$ cat config.mk
export PLATFORM = sky130hd
export DESIGN_NAME = imm_encoder
export DESIGN_NICKNAME = d
export VERILOG_FILES = /design/src/rtl/imm_pkg.sv /design/src/rtl/imm_range_check.sv /design/src/rtl/imm_encoder.sv
export SDC_FILE = /design/constraint.sdc
export NUM_CORES = 1
export LEC_CHECK = 0
export ABC_CLOCK_PERIOD_IN_PS = 1800
export BUFFER_PORTS_ARGS = -buffer_cell sky130_fd_sc_hd__buf_2
export CAP_MARGIN = 40
export CORE_ASPECT_RATIO = 1.5
export CORE_MARGIN = 2
export CORE_UTILIZATION = 38
export DETAILED_ROUTE_END_ITERATION = 8
export PLACE_DENSITY = 0.58
export SLEW_MARGIN = 0
export SYNTH_ARGS = -nofsm -noshare
export SYNTH_HDL_FRONTEND = slang
export SYNTH_SLANG_ARGS = --single-unit
$ cat constraint.sdc
create_clock -name clk -period 1.8 [get_ports clk]
set_input_delay 0.09 -clock clk [delete_from_list [all_inputs] [get_ports clk]]
set_output_delay 0.09 -clock clk [all_outputs]
set_load 0.1 [all_outputs]
$ cat src/rtl/imm_pkg.sv
// Shared constants for the RV32I immediate encoder: opcode field values,
// error codes and the NOP emitted in place of a rejected request.
// Latency: n/a. Backpressure: n/a.
package imm_pkg;

    // Instruction bits [6:2]; bits [1:0] are always 2'b11 for RV32I.
    localparam logic [4:0] OPC_LUI    = 5'b01101;
    localparam logic [4:0] OPC_AUIPC  = 5'b00101;
    localparam logic [4:0] OPC_OP_IMM = 5'b00100;
    localparam logic [4:0] OPC_LOAD   = 5'b00000;
    localparam logic [4:0] OPC_JALR   = 5'b11001;
    localparam logic [4:0] OPC_STORE  = 5'b01000;
    localparam logic [4:0] OPC_BRANCH = 5'b11000;
    localparam logic [4:0] OPC_JAL    = 5'b11011;

    localparam logic [1:0]  OPC_LSB   = 2'b11;
    localparam logic [31:0] NOP_INSTR = 32'h0000_0013;   // addi x0, x0, 0

    typedef enum logic [1:0] {
        ERR_NONE     = 2'd0,
        ERR_RANGE    = 2'd1,
        ERR_MISALIGN = 2'd2,
        ERR_OPCODE   = 2'd3
    } err_code_e;

endpackage

$ cat src/rtl/imm_range_check.sv
// Combinational legality check of an immediate against its opcode's format.
// Latency: 0 cycles (pure combinational). Backpressure: none, no state.
// Ports: op_code/imm/imm_unsigned in, err_code out (0 ok, 1 range, 2 misaligned, 3 opcode).
module imm_range_check
    import imm_pkg::*;
(
    input  logic [4:0]  op_code,
    input  logic [31:0] imm,
    input  logic        imm_unsigned,
    output logic [1:0]  err_code
);

    // A value fits an N-bit signed field when every bit from N-1 up is a copy
    // of the sign, i.e. all ones or all zeros.
    logic s12_ok, u12_ok, s13_ok, s21_ok, u_low_zero;
    err_code_e code;

    assign s12_ok     = (&imm[31:11]) || !(|imm[31:11]);
    assign u12_ok     = !(|imm[31:12]);
    assign s13_ok     = (&imm[31:12]) || !(|imm[31:12]);
    assign s21_ok     = (&imm[31:20]) || !(|imm[31:20]);
    assign u_low_zero = !(|imm[11:0]);

    always_comb begin
        code = ERR_NONE;
        unique case (op_code)
            OPC_LUI, OPC_AUIPC: if (!u_low_zero) code = ERR_RANGE;
            OPC_OP_IMM, OPC_LOAD: begin
                if (imm_unsigned ? !u12_ok : !s12_ok) code = ERR_RANGE;
            end
            OPC_JALR, OPC_STORE: if (!s12_ok) code = ERR_RANGE;
            // Misalignment outranks range for the PC-relative formats.
            OPC_BRANCH: begin
                if (imm[0])       code = ERR_MISALIGN;
                else if (!s13_ok) code = ERR_RANGE;
            end
            OPC_JAL: begin
                if (imm[0])       code = ERR_MISALIGN;
                else if (!s21_ok) code = ERR_RANGE;
            end
            default: code = ERR_OPCODE;
        endcase
    end

    assign err_code = code;

endmodule

$ cat src/rtl/imm_encoder.sv
// Two-stage RV32I instruction encoder: S1 latches request + range check, S2 latches encoded word.
// Latency: 2 cycles in_valid->out_valid; 1 request/cycle sustained, no bubble on simultaneous load/unload.
// Backpressure: valid/ready; out_ready=0 holds S2 stable, S1 fills, then in_ready drops.
module imm_encoder
    import imm_pkg::*;
#(
    parameter int ERR_CNT_W = 16
) (
    input  logic                 clk,
    input  logic                 rst_n,
    input  logic                 in_valid,
    output logic                 in_ready,
    input  logic [4:0]           op_code,
    input  logic [2:0]           funct3,
    input  logic [4:0]           rd,
    input  logic [4:0]           rs1,
    input  logic [4:0]           rs2,
    input  logic [31:0]          imm,
    input  logic                 imm_unsigned,
    output logic                 out_valid,
    input  logic                 out_ready,
    output logic [31:0]          instr,
    output logic                 err,
    output logic [1:0]           err_code,
    output logic [ERR_CNT_W-1:0] err_cnt
);

    // S1 state
    logic        s1_vld_q;
    logic [4:0]  s1_op_q, s1_rd_q, s1_rs1_q, s1_rs2_q;
    logic [2:0]  s1_f3_q;
    logic [31:0] s1_imm_q;
    logic [1:0]  s1_code_q;
    logic [1:0]  s1_code_d;

    // S2 state
    logic                 s2_vld_q;
    logic [31:0]          s2_instr_q, s2_instr_d;
    logic                 s2_err_q;
    logic [1:0]           s2_code_q;
    logic [ERR_CNT_W-1:0] err_cnt_q, err_cnt_d;

    logic s2_adv, s1_load;

    assign s2_adv   = !s2_vld_q || out_ready;
    assign in_ready = !s1_vld_q || s2_adv;
    assign s1_load  = in_valid && in_ready;

    imm_range_check u_range_check (
        .op_code      (op_code),
        .imm          (imm),
        .imm_unsigned (imm_unsigned),
        .err_code     (s1_code_d)
    );

    // Field assembly from the S1 registers; any error collapses to a NOP.
    always_comb begin
        s2_instr_d = NOP_INSTR;
        unique case (s1_op_q)
            OPC_LUI, OPC_AUIPC:
                s2_instr_d = {s1_imm_q[31:12], s1_rd_q, s1_op_q, OPC_LSB};
            OPC_OP_IMM, OPC_LOAD, OPC_JALR:
                s2_instr_d = {s1_imm_q[11:0], s1_rs1_q, s1_f3_q, s1_rd_q, s1_op_q, OPC_LSB};
            OPC_STORE:
                s2_instr_d = {s1_imm_q[11:5], s1_rs2_q, s1_rs1_q, s1_f3_q,
                              s1_imm_q[4:0], s1_op_q, OPC_LSB};
            OPC_BRANCH:
                s2_instr_d = {s1_imm_q[12], s1_imm_q[10:5], s1_rs2_q, s1_rs1_q, s1_f3_q,
                              s1_imm_q[4:1], s1_imm_q[11], s1_op_q, OPC_LSB};
            OPC_JAL:
                s2_instr_d = {s1_imm_q[20], s1_imm_q[10:1], s1_imm_q[11], s1_imm_q[19:12],
                              s1_rd_q, s1_op_q, OPC_LSB};
            default: s2_instr_d = NOP_INSTR;
        endcase
        if (s1_code_q != ERR_NONE) s2_instr_d = NOP_INSTR;
    end

    always_comb begin
        err_cnt_d = err_cnt_q;
        if (s2_vld_q && out_ready && s2_err_q && (err_cnt_q != '1))
            err_cnt_d = err_cnt_q + ERR_CNT_W'(1);
    end

    always_ff @(posedge clk) begin
        if (!rst_n) begin
            s1_vld_q   <= 1'b0;
            s1_op_q    <= '0;
            s1_f3_q    <= '0;
            s1_rd_q    <= '0;
            s1_rs1_q   <= '0;
            s1_rs2_q   <= '0;
            s1_imm_q   <= '0;
            s1_code_q  <= '0;
            s2_vld_q   <= 1'b0;
            s2_instr_q <= '0;
            s2_err_q   <= 1'b0;
            s2_code_q  <= '0;
            err_cnt_q  <= '0;
        end else begin
            // S1 moves whenever it may accept; an idle input empties it.
            if (in_ready) s1_vld_q <= in_valid;
            if (s1_load) begin
                s1_op_q   <= op_code;
                s1_f3_q   <= funct3;
                s1_rd_q   <= rd;
                s1_rs1_q  <= rs1;
                s1_rs2_q  <= rs2;
                s1_imm_q  <= imm;
                s1_code_q <= s1_code_d;
            end
            // S2 data only changes on a real load, so held outputs stay put.
            if (s2_adv) begin
                s2_vld_q <= s1_vld_q;
                if (s1_vld_q) begin
                    s2_instr_q <= s2_instr_d;
                    s2_err_q   <= (s1_code_q != ERR_NONE);
                    s2_code_q  <= s1_code_q;
                end
            end
            err_cnt_q <= err_cnt_d;
        end
    end

    assign out_valid = s2_vld_q;
    assign instr     = s2_instr_q;
    assign err       = s2_err_q;
    assign err_code  = s2_code_q;
    assign err_cnt   = err_cnt_q;

endmodule

Yosys cells after proc, flatten, opt, wreduce, memory -nomap -nowiden:

Index checks and enable logic that the tools add are counted.

* reductions and logical operators: 31
* eq/ne operators: 15
* multiplexer cells: 11
* add/sub/neg operators: 1

Operator list (count)
* 32-bit case mux with 5 select lines: 1
* 32-bit two-way mux: 1
* 5-bit == test (second input constant): 6
* 12-bit OR reduction: 2
* 21-bit AND reduction: 1
* 21-bit OR reduction: 1
* 5-bit by 3-bit == test with 1-bit output (second input constant): 4
* 5-bit by 4-bit == test with 1-bit output (second input constant): 4
* 20-bit AND reduction: 1
* 20-bit OR reduction: 1
* 16-bit by 1-bit adder with 16-bit output (second input constant): 1
* 16-bit inequality test (second input constant): 1
* 12-bit AND reduction: 1
* 5-bit zero test: 2
* 2-bit case mux with 5 select lines: 1
* 2-bit OR reduction: 4
* 1-bit zero test: 6
* 1-bit two-way mux: 6
* 1-bit logical OR: 5
* 1-bit logical AND: 4
* 2-bit two-way mux: 2
* 3-bit OR reduction: 1
* 2-bit AND reduction: 1
* 2-bit nonzero test: 1

* logic and storage cells: 71
* bits in registers: 110

Depth between registers and ports, before layout:

Gate-level depths: netlist (run 1).

* depth after elaboration: 7
* depth in mapped cells: 8
* gate-level depth less buffers: 5

Hierarchy:

A second synthesis (run 1) with hierarchy kept.

* cells, all modules: 566
* area, all modules: 4703.3 um^2

By module, submodules not included
* imm_encoder: cells each 520, area an instance 4423.0 um^2, seq. area each 2182.1 um^2, times used 1
* imm_range_check: cells each 46, area an instance 280.3 um^2, seq. area each 0.0 um^2, times used 1

Least setup slack after synthesis (run 1):

No wires, ideal clock.

* path type: reg2reg
* from: register s2_vld_q (netlist: out_valid)
* to: register s1_op_q[1]
* arrival time: 3.055 ns
* clock period less this slack: 3.126 ns
* stages on the path, launching flop included: 7
* data required time: 1.730 ns
* slack: -1.326 ns
* path through: dfxtp_1 -> nand3b_1 -> nand2_1 -> buf_2 -> buf_1 -> nand2_1 -> a21oi_1

* word-level cells in the longest chain between the ends: 4

RTL lines
* from (decl): RTL line imm_encoder.sv:37 `logic s2_vld_q;`
* from (signal assigned): RTL line imm_encoder.sv:113 `s2_vld_q <= s1_vld_q;`
* 1-bit zero test: RTL line imm_encoder.sv:45 `assign s2_adv = !s2_vld_q || out_ready;`
* 1-bit logical OR: RTL line imm_encoder.sv:45
* 1-bit logical OR: RTL line imm_encoder.sv:46 `assign in_ready = !s1_vld_q || s2_adv;`
* named net in_ready: RTL line imm_encoder.sv:12 `output logic in_ready,`
* 1-bit logical AND: RTL line imm_encoder.sv:47 `assign s1_load = in_valid && in_ready;`
* to (signal assigned): RTL line imm_encoder.sv:103 `s1_op_q <= op_code;`
* to (decl): RTL line imm_encoder.sv:30 `logic [4:0] s1_op_q, s1_rd_q, s1_rs1_q, s1_rs2_q;`

The timed path passes the listed nets, and every way through them passes these cells.
A chain may end at the register's enable or synchronous reset.

Final worst setup path (run 1):

* from: register s1_op_q[4]
* to: register s2_instr_q[23] (netlist: instr[23])

* word-level cells in the longest chain between the ends: 4
* elaborated cells between the ends (all ways): 12
* those cells by class: eq/ne: 7; mux: 2; reduce/logical: 3

RTL lines
* 5-bit by 3-bit == test with 1-bit output (tied with other cells): RTL line imm_encoder.sv:59 `unique case (s1_op_q)`
* 3-bit OR reduction / 2-bit OR reduction (equally long branches): RTL line imm_encoder.sv:59
* 32-bit case mux with 5 select lines *: RTL line imm_encoder.sv:59
* 32-bit two-way mux *: RTL line imm_encoder.sv:75 `if (s1_code_q != ERR_NONE) s2_instr_d = NOP_INSTR;`
* to (signal assigned): RTL line imm_encoder.sv:115 `s2_instr_q <= s2_instr_d;`
* to (decl): RTL line imm_encoder.sv:38 `logic [31:0] s2_instr_q, s2_instr_d;`

Every way passes the cells marked *; elsewhere a longest branch is shown, timed or not.

==> results.toml, run 1 <==
[detailed_routing]
dr.first_iter.drc_count = 283
vias_per_cell = 5.35
drc_errors = 0
ant_nets = 0
wl_mm = 13.8
dr.pass1.iters = 8
post_drt_wl_per_cell_microns = 16.0
via_count = 4632

[clocking]
cts_tree = "yes"
clk_pin_slew_worst_paths_ns = 0.07
ctsLongestPathBuffers = 2
cts_max_level = 3
cts_inserted_buffers = 9
cts_setup_buffers = 0
cts.sinks = 109
cts_root_buffer = "clkbuf_16"
clk_latency_ns = 0.34

[grt]
grt_max_degree = 57
grt_pass1_vias = 4430
grt_usage = 0.209
antenna_found_initial = 2
grt_remaining_overflow = 0
gr-usage-met3 = 0.0452
met2_usage = 0.380
use_met1 = 0.239
grt_pass1_wl_mm = 21.9
busiest_layer = "met2"

[sta]
post-route-period-util = 0.957
period_minus_slack_ns = 1.72
clock.fmax_mhz = 581
maxSlewHeadroom = 0.577
clock_skew_ns = 0.00451
setup_viol = 0
setup_ws_ns = 0.0782
slew_viol_final = 0
rsz0062_at_grt = "no"
worst_pin_slew_ns = 0.618
timing_hold_violations_final = 0

[cells_and_area]
nets = 769
syn_to_final_growth_pct = 27.2
post-route-util = 0.497
antenna_cells = 0
drive_above_1_share = 0.255

[floorplanning]
pin_count = 113
fp.dieW_microns = 95.0
die_y_microns = 140
core_area_sq_um = 12100
die-area_sq_um = 13300
start_util = 0.391
rows = 49

[job]
maxCapViolations = 0

[place]
pre_cts_ws_ns = 0.0517
hpwl_mm = 10.3
place.gp.congestion = 0.824
io_buffers = 112

[power]
peakVddDrop_mv = 0.451
leakage_nw = 2.50
p_int_w = 0.00383
p_clk_frac = 0.375
share_comb_of_total_power = 0.132
power-per-cell-area_nw_per_um2 = 867
pwr-share-seq = 0.493
switching_share = 0.263
netSwitchingPower_w = 0.00137

[yosys]
synth_seq_cells = 109
synth_area_sq_um = 4720
synth_commonest_cells = "nand2_1 (151), dfxtp_1 (109), a21oi_1 (65)"
yosysSeqAreaShare = 0.462
yosysMostFrequentCell = "nand2_1"
synth-edff-count = 0
syn_inst = 581
synth_area_leaders = "dfxtp_1 (46%), nand2_1 (12%), a21oi_1 (6.9%)"
synth_top_area_cell = "dfxtp_1"
synth.avg_cell_area_sq_um = 8.12
synthArstFlopShare = 0
yosysTopAreaCellShare = 0.462
yosysWarnings = 0
ys_types = 59
synth-main-ff-cell = "dfxtp_1"
syn-num-nets = 642

[worst_setup_path]
critPathArrivalTime_ns = 1.96
timing.rr.end = "instr[23]"
cp.required_ns = 2.04
critPathLaunchType = "register"
rr_worst_depth = 5
path_class = "reg2reg"
rr_startpoint = "s1_op_q[4]"
reg2reg_slack_ns = 0.08
worstPathMaxFanout = 16
worst_setup_path_end_kind = "register"

[hold_path]
hold_start = "rs2[4]"
hold_end = "s1_rs2_q[4]"
holdPathStages = 3
hp-class = "in2reg"

[outcome]
outcome = "complete, no violations"
per-layer routing:
layer  routed length [microns]  vias to the layer above
met5                        24                        -
met4                       292                        4
met3                       835                       25
met2                      7270                      159
met1                      5400                     2156
li1                          -                     2288
power by group through the flow:
| stage | combinational, W | clock, W | sequential, W |
|---|---|---|---|
| after floorplan | 0.000351 | 0 | 0.00270 |
| after global routing | 0.000751 | 0.00209 | 0.00257 |
| after global placement | 0.000644 | 0 | 0.00262 |
| after CTS | 0.000690 | 0.00199 | 0.00256 |
| final | 0.000686 | 0.00195 | 0.00256 |
| after detailed placement | 0.000656 | 0 | 0.00262 |
what timing repair did:
item / in CTS / in global routing
endpoints found under the hold margin: 19 / 0
endpoints found under the setup margin: 0 / 17
hold buffers: 19 / 0
gates resized for setup: 0 / 4
placed cells by master, fill, tap and decap left out, types with 4 or more instances in the layout:
cell and instances:
and3_1 5, o2111ai_1 4, dfxtp_2 12, xnor2_1 5
o21ai_0 21, inv_1 6, a21oi_1 65, a2bb2oi_1 5
o21ai_1 8, clkbuf_16 10, buf_4 19, dfxtp_1 87
buf_2 112, nor3_1 8, a22oi_1 20, nand2_1 151
nand2b_1 5, and2_1 10, nor4_1 13, and4_1 4
a222oi_1 4, nand3_1 8, xor2_1 9, nand4_1 8
dfxtp_4 10, dlygate4sd3_1 19, nor2_1 32
registers in the layout, summed over array words and instances (netlist names):
register / flops
s1_imm_q: 32
instr: 31
err_cnt: 16
s1_op_q: 5
s1_rd_q: 5
s1_rs1_q: 5
s1_rs2_q: 5
s1_f3_q: 3
err_code: 2
s1_code_q: 2
err: 1
out_valid: 1
s1_vld_q: 1
worst max-delay path, cell delays in order (launching register included):
cell and delay, ns:
dfxtp_2 0.40, and2b_4 0.23, and3_4 0.26, a222oi_1 0.44
a2bb2oi_1 0.22, nor2_1 0.06
worst max-delay path by stage:
stage / start / to / slack, ns / cells after the start
after global placement: s1_op_q[4] / instr[24] / 0.13 / 5
final: s1_op_q[4] / instr[23] / 0.08 / 5
after detailed placement: s1_op_q[2] / instr[9] / 0.05 / 5
after floorplan: out_valid / s1_code_q[0] / -0.58 / 5
after global routing: imm[7] / s1_code_q[0] / 0.005 / 8
after CTS: s1_op_q[4] / instr[23] / 0.03 / 5
kinds of logic (layout without fill, tap and decap cells):
kind of cell	after synthesis	count (layout)	synth area share
simple gates	262	262	0.259
compound gates	149	149	0.198
flops	109	109	0.462
buf+inv	42	174	0.0427
xor+xnor	14	14	0.0260
mux	4	4	0.00981
fa+ha+maj	1	1	0.00265
through the flow:
stage          cell area [sq um]  std cells  power [W]  hold slack (ns)  setup TNS (ns)
4_1_cts                     6000        866    0.00524         0.000574               0
3_5_place_dp                5510        831    0.00327            0.337               0
6_report                    6000        866    0.00520          0.00443               0
2_1_floorplan               4830        581    0.00305            0.219          -30.73
5_1_grt                     6000        866    0.00541           0.0177               0
3_3_place_gp                5510        831    0.00326            0.334               0
area by class of cell:
class / count / area [sq um]
inverters: 7 / 26.3
well taps: 153 / 191
clock buffers: 13 / 282
fillers: 1172 / 6080
clock inverters: 3 / 16.3
multi-input cells: 430 / 2340
flip-flops and latches: 109 / 2230
repair buffers: 151 / 913
No activity file was read; power rests on OpenSTA's default activity.
==> inputs of run 2 (changes only) <==
Settings changed: GPL_TIMING_DRIVEN from default to 0, TNS_END_PERCENT from default to 100.
==> run 2 against run 1 <==
Compared with the run above:
- the flow now finishes with violations (negative setup slack)
- sequential power about the same
- combinational power up 11%
- register-to-register slack worse by 0.09 ns
- die area unchanged
- critical path depth up 2
- power up 3.8%
- fmax down 4.8%
- critical path type unchanged
==> results.toml, run 2 (same netlist as run 1, synthesis figures left out) <==
[detailed_routing]
dr_wl_met3_microns = 712
dr.first_iter.drc_count = 282
met2_wirelength_mm = 7.46
drc_errors = 0
wl_met1_mm = 6.00
via_count = 4711
post_drt_wl_per_cell_microns = 16.0
ant_nets = 0
wl_mm = 14.5
top_layer_used = "met4"
vias_per_cell = 5.19
dr.pass1.iters = 5

[place]
place.gp.congestion = 0.832
pre_cts_ws_ns = -0.235
hpwl_mm = 11.0
io_buffers = 111

[worst_setup_path]
critPathLaunch = "s1_op_q[4]"
path_class = "reg2reg"
cp.required_ns = 2.02
critPathArrivalTime_ns = 2.03
critPathLaunchType = "register"
rr_startpoint = "s1_op_q[4]"
worstPathMaxFanout = 8
worst_setup_path_end_kind = "register"

[outcome]
outcome = "finished, violations left"
violations = "negative setup slack"

[clocking]
cts.sinks = 109
ctsLongestPathBuffers = 2
clk_pin_slew_worst_paths_ns = 0.07
cts_inserted_buffers = 9
clk_latency_ns = 0.35
cts_root_buffer = "clkbuf_16"
cts_max_level = 3
cts_tree = "yes"

[cells_and_area]
syn_to_final_growth_pct = 34.4
largest_reg_flops = 32
regMostFlops = "s1_imm_q"
nets = 809
layout.cells.most_common_list = "nand2_1 (151), buf_2 (114), dfxtp_1 (89), a21oi_1 (65), dlygate4sd3_1 (33)"
drive_above_1_share = 0.259
layout_commonest_cell = "nand2_1"

[sta]
clock_skew_ns = 0.00682
setup_ws_ns = -0.00888
clock.fmax_mhz = 553
worst_pin_slew_ns = 0.695
timing_hold_violations_final = 0
post-route-period-util = 1.00
setup_viol = 1
rsz0062_at_grt = "yes"
slew_viol_final = 0
maxSlewHeadroom = 0.537
period_minus_slack_ns = 1.81

[hold_path]
hp-class = "in2reg"
hold_start = "imm[16]"

[power]
leakage_nw = 2.65
peakVddDrop_mv = 0.461
p_total_w = 0.00540
power-per-cell-area_nw_per_um2 = 852

[grt]
grt_pass1_wl_mm = 22.3
antenna_found_initial = 1
grt_usage = 0.217
grt_remaining_overflow = 0
grt_pass1_vias = 4482
grt_max_degree = 18

[floorplanning]
pin_count = 113
die_y_microns = 140
die-area_sq_um = 13300
fp.dieW_microns = 95.0
core_area_sq_um = 12100
start_util = 0.391
rows = 49

[job]
maxCapViolations = 0
run 2: cell count changes in the layout (fill, tap and decap cells not counted), sizes merged:
cell	previous run	this run
diode	0	1
bufinv	0	1
clkbuf	13	29
dlygate4sd3	19	33
clkinv	2	1
buf	132	142
run 2: repair_timing:
item | 4_1_cts | 5_1_grt
gates cloned | 0 | 0
endpoints found under the setup margin | 20 | 6
hold endpoints to repair | 33 | 0
pin swaps | 5 | 7
setup buffers | 3 | 12
resized for setup | 10 | 2
hold buffers | 33 | 0
run 2: critical path, stage by stage (launching register included):
cell and delay, ns:
dfxtp_2 0.33, buf_6 0.13, and4b_2 0.28, a21o_1 0.22
buf_4 0.14, a222oi_1 0.32, a2bb2oi_1 0.21, nor2_1 0.05
run 2: where the power goes:
| part | leakage [nW] | switching (W) | internal, W | total (W) |
|---|---|---|---|---|
| clock | 0.155 | 0.000880 | 0.00120 | 0.00208 |
| sequential | 0.903 | 0.0000714 | 0.00249 | 0.00256 |
| combinational | 1.59 | 0.000470 | 0.000290 | 0.000760 |
| total | 2.65 | 0.00142 | 0.00398 | 0.00540 |
run 2: worst paths after layout:
kind              slack, ns            to  depth (start not counted)
setup / recovery     -0.009     instr[23]                          7
hold / removal        0.006  s1_imm_q[16]                          3
hold reg to reg        0.45     instr[13]                          2
setup reg to reg     -0.009     instr[23]                          7
run 2: final cells by class:
class                      count  area, sq um
multi-input combinational    430         2360
fill                        1167         5740
clock inverter                 3         41.3
tap                          153          191
inverter                       7         26.3
clock buffer                  13          272
timing repair buffer         159          998
buffer                        32          218
antenna                        1         2.50
sequential                   109         2230
run 2: routing by layer:
metal  vias to the layer above  GRT usage
met3                        22     0.0409
met1                      2188      0.252
met4                         0     0.0709
met2                       132      0.393
li1                       2369          -
met5                         -          0
run 2: per-stage QoR:
stage	cells	utilization	instance area, sq um	hold WS [ns]	TNS [ns]
floorplan	581	-	4830	0.219	-30.73
global placement	845	0.462	5580	0.338	-2.89
detailed placement	845	0.462	5580	0.344	-3.02
CTS	895	0.518	6260	0.000467	0
global route	907	0.525	6340	0.0102	-0.169
finish	907	0.525	6340	0.00619	-0.00888
